File: config.mk
export PLATFORM = sky130hd
export DESIGN_NAME = alu_operand_stage
export DESIGN_NICKNAME = d
export VERILOG_FILES = /design/src/rtl/alu_operand_stage.sv
export SDC_FILE = /design/constraint.sdc
export NUM_CORES = 1
export LEC_CHECK = 0
export CELL_PAD_IN_SITES_DETAIL_PLACEMENT = 0
export CELL_PAD_IN_SITES_GLOBAL_PLACEMENT = 1
export CORE_ASPECT_RATIO = 0.5
export CORE_UTILIZATION = 30
export CTS_BUF_LIST = sky130_fd_sc_hd__clkbuf_16
export DETAILED_ROUTE_END_ITERATION = 6
export PLACE_DENSITY_LB_ADDON = 0.2
export SETUP_SLACK_MARGIN = 0.02
export SLEW_MARGIN = 15
export SYNTH_ARGS = -nofsm -noshare
export SYNTH_HDL_FRONTEND = slang
export SYNTH_SLANG_ARGS = --single-unit
File: constraint.sdc
create_clock -name clk -period 2.8 [get_ports clk]
set_input_delay 0.56 -clock clk [delete_from_list [all_inputs] [get_ports clk]]
set_output_delay 0.56 -clock clk [all_outputs]
set_load 0.01 [all_outputs]
File: src/rtl/alu_operand_stage.sv
// ID/EX pipeline register and ALU operand select: latches decoded fields, forwards
// from EX/MEM and MEM/WB, muxes the ALU operands and flags load-use hazards.
`ifndef DATA_WIDTH
`define DATA_WIDTH 32
`endif
`ifndef ALU_ADD
`define ALU_ADD  4'h0
`define ALU_SUB  4'h1
`define ALU_AND  4'h2
`define ALU_OR   4'h3
`define ALU_XOR  4'h4
`define ALU_SLL  4'h5
`define ALU_SRL  4'h6
`define ALU_SRA  4'h7
`define ALU_SLT  4'h8
`define ALU_SLTU 4'h9
`define ALU_NOP  4'hF
`endif

module alu_operand_stage #(
   parameter int DATA_WIDTH = `DATA_WIDTH,
   parameter int REG_ADDR_W = 5
) (
   input  logic                  clk,
   input  logic                  rst_n,
   input  logic                  stall,
   input  logic                  flush,
   input  logic                  id_valid,
   input  logic [DATA_WIDTH-1:0] id_pc,
   input  logic [DATA_WIDTH-1:0] id_rs1_data,
   input  logic [DATA_WIDTH-1:0] id_rs2_data,
   input  logic [DATA_WIDTH-1:0] id_imm,
   input  logic [REG_ADDR_W-1:0] id_rs1,
   input  logic [REG_ADDR_W-1:0] id_rs2,
   input  logic [REG_ADDR_W-1:0] id_rd,
   input  logic [3:0]            id_alu_sel,
   input  logic                  id_a_sel,
   input  logic                  id_b_sel,
   input  logic                  id_reg_write,
   input  logic                  id_mem_read,
   input  logic                  id_mem_write,
   input  logic                  exmem_reg_write,
   input  logic [REG_ADDR_W-1:0] exmem_rd,
   input  logic [DATA_WIDTH-1:0] exmem_result,
   input  logic                  memwb_reg_write,
   input  logic [REG_ADDR_W-1:0] memwb_rd,
   input  logic [DATA_WIDTH-1:0] memwb_result,
   output logic [DATA_WIDTH-1:0] alu_a,
   output logic [DATA_WIDTH-1:0] alu_b,
   output logic [3:0]            alu_sel,
   output logic                  ex_valid,
   output logic                  ex_reg_write,
   output logic                  ex_mem_read,
   output logic                  ex_mem_write,
   output logic [REG_ADDR_W-1:0] ex_rd,
   output logic [DATA_WIDTH-1:0] ex_pc,
   output logic [DATA_WIDTH-1:0] ex_store_data,
   output logic                  load_use_hazard
);

   logic [DATA_WIDTH-1:0] ex_rs1_data;
   logic [DATA_WIDTH-1:0] ex_rs2_data;
   logic [DATA_WIDTH-1:0] ex_imm;
   logic [REG_ADDR_W-1:0] ex_rs1;
   logic [REG_ADDR_W-1:0] ex_rs2;
   logic [3:0]            ex_alu_sel;
   logic                  ex_a_sel;
   logic                  ex_b_sel;
   logic [DATA_WIDTH-1:0] fwd1;
   logic [DATA_WIDTH-1:0] fwd2;
   logic                  load_bubble;

   // Reset, flush and an empty decode slot all load the same all-zero bubble;
   // flush is checked ahead of stall so it wins when both are asserted.
   assign load_bubble = !rst_n || flush || (!stall && !id_valid);

   always_ff @(posedge clk) begin
      if (load_bubble) begin
         ex_valid     <= 1'b0;
         ex_pc        <= '0;
         ex_rs1_data  <= '0;
         ex_rs2_data  <= '0;
         ex_imm       <= '0;
         ex_rs1       <= '0;
         ex_rs2       <= '0;
         ex_rd        <= '0;
         ex_alu_sel   <= `ALU_NOP;
         ex_a_sel     <= 1'b0;
         ex_b_sel     <= 1'b0;
         ex_reg_write <= 1'b0;
         ex_mem_read  <= 1'b0;
         ex_mem_write <= 1'b0;
      end else if (!stall) begin
         ex_valid     <= 1'b1;
         ex_pc        <= id_pc;
         ex_rs1_data  <= id_rs1_data;
         ex_rs2_data  <= id_rs2_data;
         ex_imm       <= id_imm;
         ex_rs1       <= id_rs1;
         ex_rs2       <= id_rs2;
         ex_rd        <= id_rd;
         ex_alu_sel   <= id_alu_sel;
         ex_a_sel     <= id_a_sel;
         ex_b_sel     <= id_b_sel;
         ex_reg_write <= id_reg_write;
         ex_mem_read  <= id_mem_read;
         ex_mem_write <= id_mem_write;
      end
   end

   // EX/MEM is the younger result, so it takes priority; x0 is never forwarded.
   always_comb begin
      fwd1 = ex_rs1_data;
      if (exmem_reg_write && exmem_rd != '0 && exmem_rd == ex_rs1)
         fwd1 = exmem_result;
      else if (memwb_reg_write && memwb_rd != '0 && memwb_rd == ex_rs1)
         fwd1 = memwb_result;

      fwd2 = ex_rs2_data;
      if (exmem_reg_write && exmem_rd != '0 && exmem_rd == ex_rs2)
         fwd2 = exmem_result;
      else if (memwb_reg_write && memwb_rd != '0 && memwb_rd == ex_rs2)
         fwd2 = memwb_result;
   end

   assign alu_a         = ex_a_sel ? ex_pc : fwd1;
   assign alu_b         = ex_b_sel ? ex_imm : fwd2;
   assign alu_sel       = ex_alu_sel;
   assign ex_store_data = fwd2;

   // Both sources are checked even when a_sel/b_sel make one unused.
   assign load_use_hazard = ex_valid && ex_mem_read && (ex_rd != '0) &&
                            ((ex_rd == id_rs1) || (ex_rd == id_rs2)) && id_valid;

endmodule

After elaboration in Yosys (flattened, before gate mapping)
Index checks and enable logic that the tools add are counted.
{"block": "word_totals", "regBits": 153, "latch_bits": 0, "mem_bits_rw": 0, "mem_bits_ro": 0, "out_inout_bits": 142, "elab_cells": 46, "memories": 0}
{"block": "classes", "addsub": 0, "multipliers": 0, "div": 0, "magnitude_cmp": 0, "n_eq_ne": 6, "shifts": 0, "mux": 6, "n_bitwise": 0, "n_reduce_logical": 20}
{"operator": "$mux 32", "count": 6}
{"operator": "$eq 5x5->1", "count": 6}
{"operator": "$reduce_bool 5->1", "count": 3}
{"operator": "$logic_and 1x1->1", "count": 11}
{"operator": "$logic_not 1->1", "count": 3}
{"operator": "$logic_or 1x1->1", "count": 3}

Longest topological paths before layout
Gate-level depths: netlist of run 1.
{"block": "depth", "depth_word": 6, "mapped_depth": 7, "mapped_depth_nobuf": 5}

Worst setup path after synthesis of run 1
OpenSTA, ideal clock, no wires.
{"block": "synth_path", "path_kind": "in2out", "start": "input memwb_rd[0]", "end": "output alu_b[10]", "t_arrival_ns": 2.104, "path_slack_ns": 0.136, "cell_stages": 7, "path_buffers": 2, "path_cell_list": "or4_4 -> a21oi_2 -> or3_4 -> buf_8 -> buf_8 -> a221oi_2 -> o31ai_1"}
{"block": "synth_via", "elab_chain_len": 6, "elab_cells_between_ends": 7}
{"item": "from (decl)", "line": "46", "text": "input logic [REG_ADDR_W-1:0] memwb_rd,"}
{"item": "$reduce_bool 5->1", "line": "122", "text": "else if (memwb_reg_write && memwb_rd != '0 && memwb_rd == ex_rs2)"}
{"item": "$logic_and 1x1->1", "line": "122"}
{"item": "$logic_and 1x1->1 *", "line": "122"}
{"item": "$mux 32 *", "line": "122"}
{"item": "$mux 32 *", "line": "120", "text": "if (exmem_reg_write && exmem_rd != '0 && exmem_rd == ex_rs2)"}
{"item": "$mux 32 *", "line": "127", "text": "assign alu_b = ex_b_sel ? ex_imm : fwd2;"}
{"item": "to (decl)", "line": "49", "text": "output logic [DATA_WIDTH-1:0] alu_b,"}
Mark *: on every way between the ends. The rest lies on a longest branch, timed or not.

Final worst setup path of run 1
{"block": "layout_path", "start": "input exmem_rd[2]", "end": "output alu_b[9]"}
{"block": "layout_via", "elab_chain_len": 5, "elab_cells_between_ends": 6}
{"item": "from (decl)", "line": "43", "text": "input logic [REG_ADDR_W-1:0] exmem_rd,"}
{"item": "$reduce_bool 5->1", "line": "120"}
{"item": "$logic_and 1x1->1", "line": "120"}
{"item": "$logic_and 1x1->1 *", "line": "120"}
{"item": "$mux 32 *", "line": "120"}
{"item": "$mux 32 *", "line": "127"}
Marks and branches as above.

==> flow_summary.json, run 1 <==
{
  "place_hpwl_um": 25100,
  "p_per_area_nw_per_um2": 397,
  "avgSynthCellArea_sq_um": 8.71,
  "seqCellArea_sq_um": 3080,
  "finalSetupViolCount": 96,
  "initial_utilization": 0.307,
  "nets": 1646,
  "grt_max_degree": 87,
  "hold_class": "reg2reg",
  "cts_root_buf": "clkbuf_16",
  "yosysWarnings": 0,
  "switching_share": 0.264,
  "hold_viol_final": 0,
  "violations": "negative setup slack",
  "synth_cell_types": 36,
  "power_leakage_uw": 0.00637,
  "netlist_instances": 984,
  "async_flop_share": 0,
  "yosysTopAreaCellShare": 0.358,
  "multi_input_area_sq_um": 5910,
  "final_cells": 1809,
  "die_w_um": 241,
  "io_buffers": 374,
  "synth.area.top_cells": "dfxtp_1 36%, mux2i_1 17%, nor2_1 12%, a221oi_2 5.3%, o31ai_2 4.8%",
  "grt.overflow.total": 0,
  "setup_ws_ns": -0.321,
  "drive_gt1_frac": 0.307,
  "rsz0062_at_grt": "true",
  "fin_crit_sh": 1.11,
  "dpl.cell_count": 1722,
  "cts_buffers": 17,
  "worst_pin_slew_ns": 0.698,
  "synth_edf_count": 0,
  "cp.required_ns": 2.24,
  "slew_headroom": 0.535,
  "grt_pass1_vias": 9009,
  "p_seq_frac": 0.385,
  "first_pass_iters": 4,
  "core_area_sq_um": 27900,
  "clkLatencyLatePin_ns": 0.44,
  "grt_pass1_wl_um": 54700,
  "intPower_uw": 4400,
  "comb_power_share": 0.209,
  "clkPwrFrac": 0.407,
  "status": "finished, violations left",
  "antenna_found_initial": 2,
  "wl_per_cell_um": 20.6,
  "skew_ns": 0,
  "fmax_ghz": 0.320,
  "drt-vias-per-instance": 4.88,
  "cts_max_path_buffers": 2,
  "power.switching_uw": 1580,
  "vias": 8831,
  "crit_fanout": 5,
  "gp_congestion": 0.810,
  "ant_nets": 0,
  "wirelength_um": 37200,
  "ys.flop_type": "dfxtp_1",
  "critical_path_arrival_ns": 2.56,
  "die_area_sq_um": 29300,
  "num-fill-cells": 2612,
  "yosys.area.top_type": "dfxtp_1",
  "synth-seq-area-share": 0.358,
  "placementRows": 43,
  "ir_worst_vdd_mv": 0.451,
  "cts_tree": "done",
  "crit_path_start_kind": "input pin",
  "pin_count": 375,
  "min_period_ns": 3.12,
  "htree_levels": 4,
  "drc_errors": 0,
  "die_y_um": 121,
  "path_class": "in2out",
  "drv_slew": 0,
  "cts_sinks": 153,
  "cp-end-kind": "primary output",
  "area_growth_pct": 75.7,
  "synth_nets": 1217,
  "clk_pin_slew_worst_paths_ns": 0.06,
  "ys_seq_elements": 153,
  "postLayoutCoreUtil": 0.540,
  "syn-cell-area_sq_um": 8570,
  "maxCapViolations": 0,
  "drt_iter0_markers": 389,
  "grt_usage": 0.253
}
## power by group through the flow
stage | registers, uW | clock network (uW) | logic [uW]
floorplan | 2330 | 0 | 484
global placement | 2330 | 0 | 1160
detailed placement | 2340 | 0 | 1170
CTS | 2300 | 2480 | 1220
global route | 2300 | 2580 | 1330
finish | 2300 | 2430 | 1250
## routing by layer
metal | part of all wire | up-vias | global-route usage | wire, um
li1 | - | 4245 | - | -
met1 | 0.45 | 4357 | 0.329 | 16600
met2 | 0.49 | 188 | 0.424 | 18300
met3 | 0.043 | 41 | 0.0437 | 1590
met4 | 0.019 | 0 | 0.0771 | 700
met5 | 0 | - | 0 | 0
## timing repair
item,CTS,global route
gates resized for setup,601,72
hold buffers,0,0
buffers inserted,43,12
cloned,10,1
endpoints found under the setup margin,96,97
pin swaps,117,53
## through the flow
step / power (uW) / setup slack [ns] / setup TNS [ns] / hold slack [ns] / cell area [sq um]
5_1_grt: 6210 / -0.357 / -22.75 / 0.479 / 15100
3_3_place_gp: 3500 / -0.911 / -77.83 / 0.447 / 13200
4_1_cts: 6000 / -0.254 / -15.40 / 0.473 / 14800
3_5_place_dp: 3510 / -0.948 / -80.49 / 0.457 / 13200
2_1_floorplan: 2810 / 0.136 / 0 / 0.463 / 8570
6_report: 5980 / -0.321 / -16.51 / 0.468 / 15100
## path summary, 6_finish.rpt
check	from	endpoint	slack, ns	cells past startpoint
min	alu_sel[2]$_SDFFE_PP1N_	alu_sel[2]$_SDFFE_PP1N_	0.47	1
max	exmem_rd[2]	alu_b[9]	-0.32	10
min reg2reg	alu_sel[2]$_SDFFE_PP1N_	alu_sel[2]$_SDFFE_PP1N_	0.47	1
max reg2reg	ex_b_sel$_SDFFE_PP0N_	ex_b_sel$_SDFFE_PP0N_	1.89	2
## critical path, stage by stage
cell,delay [ns]
buf_6,0.09
or4_4,0.56
o211ai_1,0.25
buf_4,0.17
nor2_4,0.07
buf_12,0.15
buf_12,0.13
a221oi_4,0.28
o31ai_4,0.12
buf_2,0.16
## flip-flops by register name (all words and copies together) (netlist names)
name / flops
ex_rd: 5
ex_imm: 32
ex_b_sel: 1
ex_valid: 1
alu_sel: 4
ex_reg_write: 1
ex_mem_write: 1
ex_rs1: 5
ex_rs2: 5
ex_mem_read: 1
ex_pc: 32
ex_rs2_data: 32
ex_a_sel: 1
ex_rs1_data: 32
## cells in the final DEF, fill, tap and decap left out, types with 4 or more instances in the layout
cell type,n
bufinv_16,4
clkbuf_16,18
clkinv_1,5
nor2_2,20
dfxtp_2,10
clkdlybuf4s50_1,264
a221oi_4,30
o31ai_1,22
a211o_1,4
nor3_2,8
buf_2,99
buf_6,34
a211oi_4,19
buf_4,44
xor2_1,6
nor3_1,27
o31ai_2,38
nand2_1,64
a211oi_2,13
dfxtp_1,141
o31ai_4,4
nor2_4,23
buf_12,36
inv_1,38
nor2_1,235
mux2i_1,148
nor2b_1,4
xnor2_2,10
buf_16,6
xnor2_1,13
## logic make-up (layout without fill, tap and decap cells)
kind of cell,after synthesis,count (layout),synth area share
other,0,2,0
DFF,153,153,0.358
xor gates and xnor gates,29,29,0.0296
AOI/OAI and AO/OA,141,141,0.188
muxes,149,149,0.174
buffers and inverters,117,558,0.0666
and+or+nand+nor,395,395,0.184
## synth_stat cells, types with 6 or more instances
cell type,count
nor2_1,278
buf_8,6
a221oi_2,30
dfxtp_1,153
xnor2_1,23
nor3_1,35
xor2_1,6
buf_2,20
clkbuf_1,40
nand2_1,64
inv_1,35
o31ai_1,31
o31ai_2,33
a211oi_2,30
buf_1,10
mux2i_1,149
## layout make-up
| cell class | instances | area share |
|---|---|---|
| Multi-Input combinational cell | 714 | 0.392 |
| Timing Repair Buffer | 492 | 0.323 |
| Sequential cell | 153 | 0.205 |
| Tap cell | 382 | 0.0317 |
| Clock buffer | 17 | 0.0283 |
| Clock inverter | 14 | 0.0111 |
| Inverter | 35 | 0.00873 |
| Antenna cell | 2 | 0.000332 |
Power figures use the tool's default switching activity.
==> run 2, diff against run 1 <==
- ABC_AREA: not set -> 1
- DONT_BUFFER_PORTS: not set -> 1
==> run 2 against run 1 <==
Effect of this change: the flow now finishes without violations; setup slack better by 0.51 ns; global-route usage down 1.7 points; core utilization down 20 points; critical endpoint is now alu_a[7]; fmax up 19%; combinational power down 54%; sequential power about the same; first-iteration DRC count up 81%; routed wire length down 4.8%; worst hold slack worse by 0.22 ns; sequential share of layout area up 11 points.
==> flow_summary.json, run 2 <==
{
  "status": "completed",
  "ys_seq_elements": 153,
  "worst_pin_slew_ns": 0.684,
  "cts_tree": "done",
  "maxCapViolations": 0,
  "die_w_um": 242,
  "path_class": "reg2out",
  "crit_end": "alu_a[7]",
  "nets": 1551,
  "core_area_sq_um": 28000,
  "ys.flop_type": "dfxtp_1",
  "vias": 8739,
  "grt.overflow.total": 0,
  "layout_common_cells": "567 x nand2_1, 203 x nand3_1, 150 x dfxtp_1, 149 x a21oi_1, 78 x inv_1",
  "finalSetupViolCount": 0,
  "initial_utilization": 0.309,
  "yosysWarnings": 0,
  "first_pass_iters": 5,
  "clk_pin_slew_worst_paths_ns": 0.07,
  "crit_path_start_kind": "flip-flop",
  "cts_sinks": 153,
  "rrSetupSlack_ns": 1.75,
  "crit_fanout": 32,
  "drc_errors": 0,
  "ant_nets": 0,
  "cts_buffers": 17,
  "synth_nets": 1604,
  "antenna_found_initial": 2,
  "comb_power_share": 0.109,
  "yosys.area.top_type": "dfxtp_1",
  "htree_levels": 4,
  "area_growth_pct": 11.1,
  "pin_count": 375,
  "grt_pass1_vias": 8356,
  "syn-cell-area_sq_um": 8670,
  "p_seq_frac": 0.435,
  "design_power_total_uw": 5260,
  "drv_slew": 0,
  "die_area_sq_um": 29600,
  "io_buffers": 0,
  "fin_tns_setup_ns": 0,
  "synthTopCellsByCount": "568 x nand2_1, 203 x nand3_1, 153 x dfxtp_1, 149 x a21oi_1, 76 x inv_1",
  "cts_max_path_buffers": 2,
  "hold_class": "in2reg",
  "synth_most_common_cell": "nand2_1",
  "synth-seq-area-share": 0.353,
  "drt_iter0_markers": 704,
  "cp-end-kind": "primary output",
  "cp.required_ns": 2.24,
  "yosysTopAreaCellShare": 0.353,
  "cp-startpoint": "ex_rs1[0]$_SDFFE_PP0N_",
  "synth.area.top_cells": "dfxtp_1 35%, nand2_1 25%, nand3_1 12%, a21oi_1 8.6%, nand3_2 3.5%",
  "timing.rr.start": "ex_b_sel$_SDFFE_PP0N_",
  "gp_congestion": 0.847,
  "layout_commonest_cell": "nand2_1",
  "r2r_end": "ex_b_sel$_SDFFE_PP0N_",
  "wl_per_cell_um": 20.7,
  "num-fill-cells": 3128,
  "drt-vias-per-instance": 5.10,
  "critical_path_arrival_ns": 2.05,
  "fin_crit_sh": 0.933,
  "rr_worst_depth": 3,
  "postLayoutCoreUtil": 0.343,
  "placementRows": 43,
  "place_hpwl_um": 25800,
  "skew_ns": 0,
  "grt_pass1_wl_um": 52100,
  "synth_edf_count": 0,
  "netlist_instances": 1371,
  "rsz0062_at_grt": "false",
  "switching_share": 0.279,
  "synth_cell_types": 25,
  "slew_headroom": 0.544,
  "power.switching_uw": 1470,
  "ctsHoldBuffers": 0,
  "clkLatencyLatePin_ns": 0.45,
  "die_y_um": 122,
  "power_leakage_uw": 0.00427,
  "grt_usage": 0.235,
  "async_flop_share": 0,
  "drive_gt1_frac": 0.0774,
  "intPower_uw": 3790,
  "avgSynthCellArea_sq_um": 6.32,
  "min_period_ns": 2.61,
  "wirelength_um": 35400,
  "fmax_ghz": 0.383,
  "hold_viol_final": 0,
  "p_per_area_nw_per_um2": 546,
  "grt_max_degree": 157,
  "ir_worst_vdd_mv": 0.427,
  "cts_root_buf": "clkbuf_16",
  "clkPwrFrac": 0.456
}
-- run 2: final cells by class --
cell class                      count  area, sq um  share of cell area
Antenna cell                        2         5.00            0.000520
Clock buffer                       17          425              0.0442
Clock inverter                     15          160              0.0166
Inverter                           78          298              0.0309
Multi-Input combinational cell   1041         4860               0.505
Sequential cell                   153         3070               0.319
Tap cell                          382          478              0.0497
Timing Repair Buffer               27          334              0.0347
-- run 2: worst min-delay path by stage --
stage	start	to	slack, ns	depth (start not counted)
3_3_place_gp	ex_imm[1]$_SDFFE_PP0N_	ex_imm[1]$_SDFFE_PP0N_	0.45	2
2_1_floorplan	ex_rs1_data[18]$_SDFFE_PP0N_	ex_rs1_data[18]$_SDFFE_PP0N_	0.44	2
6_report	id_rs1[2]	ex_rs1[2]$_SDFFE_PP0N_	0.25	2
5_1_grt	id_rs2[1]	ex_rs2[1]$_SDFFE_PP0N_	0.24	2
3_5_place_dp	ex_imm[24]$_SDFFE_PP0N_	ex_imm[24]$_SDFFE_PP0N_	0.45	2
4_1_cts	id_pc[28]	ex_pc[28]$_SDFFE_PP0N_	0.22	2
-- run 2: cells by family (layout without fill, tap and decap cells) --
kind of cell / Yosys count / after routing / share of synthesized area
XOR/XNOR: 26 / 26 / 0.0263
flip-flops: 153 / 153 / 0.353
AO/OA/AOI/OAI: 151 / 151 / 0.0889
other: 0 / 2 / 0
AND/OR/NAND/NOR: 864 / 864 / 0.443
buffers and inverters: 177 / 137 / 0.0888
-- run 2: power groups by stage --
stage / combinational, uW / clock [uW] / sequential, uW
floorplan: 443 / 0 / 2320
global placement: 570 / 0 / 2330
detailed placement: 579 / 0 / 2340
CTS: 581 / 2450 / 2290
global route: 640 / 2540 / 2290
finish: 576 / 2400 / 2290
-- run 2: what timing repair did --
item / 4_1_cts / 5_1_grt
cloned: 0 / 0
setup buffers: 0 / 4
pin swaps: 0 / 2
endpoints found under the hold margin: 0 / 0
endpoints found under the setup margin: 29 / 47
resized for setup: 2 / 7
-- run 2: per-stage QoR --
| stage | instances | hold slack [ns] | cell area (sq um) | setup slack [ns] |
|---|---|---|---|---|
| global route | 1715 | 0.236 | 9630 | 0.0301 |
| finish | 1715 | 0.245 | 9630 | 0.186 |
| global placement | 1677 | 0.450 | 8980 | 0.334 |
| CTS | 1709 | 0.222 | 9570 | 0.0152 |
| detailed placement | 1677 | 0.454 | 8980 | 0.298 |
| floorplan | 1371 | 0.445 | 8670 | 0.719 |
-- run 2: worst max-delay path, stage by stage, from the launching register on --
cell     delay [ns]
dfxtp_1        0.40
xnor2_1        0.14
nand3_1        0.14
nor2_4         0.23
nand2_1        0.12
buf_12         0.19
nand3_1        0.15
nand2_1        0.10
nand2_1        0.13
-- run 2: routing by layer --
metal | part of all wire | up-vias | track usage
li1 | - | 4257 | -
met1 | 0.43 | 4151 | 0.296
met2 | 0.49 | 280 | 0.397
met3 | 0.053 | 51 | 0.0456
met4 | 0.027 | 0 | 0.0985
met5 | 0 | - | 0
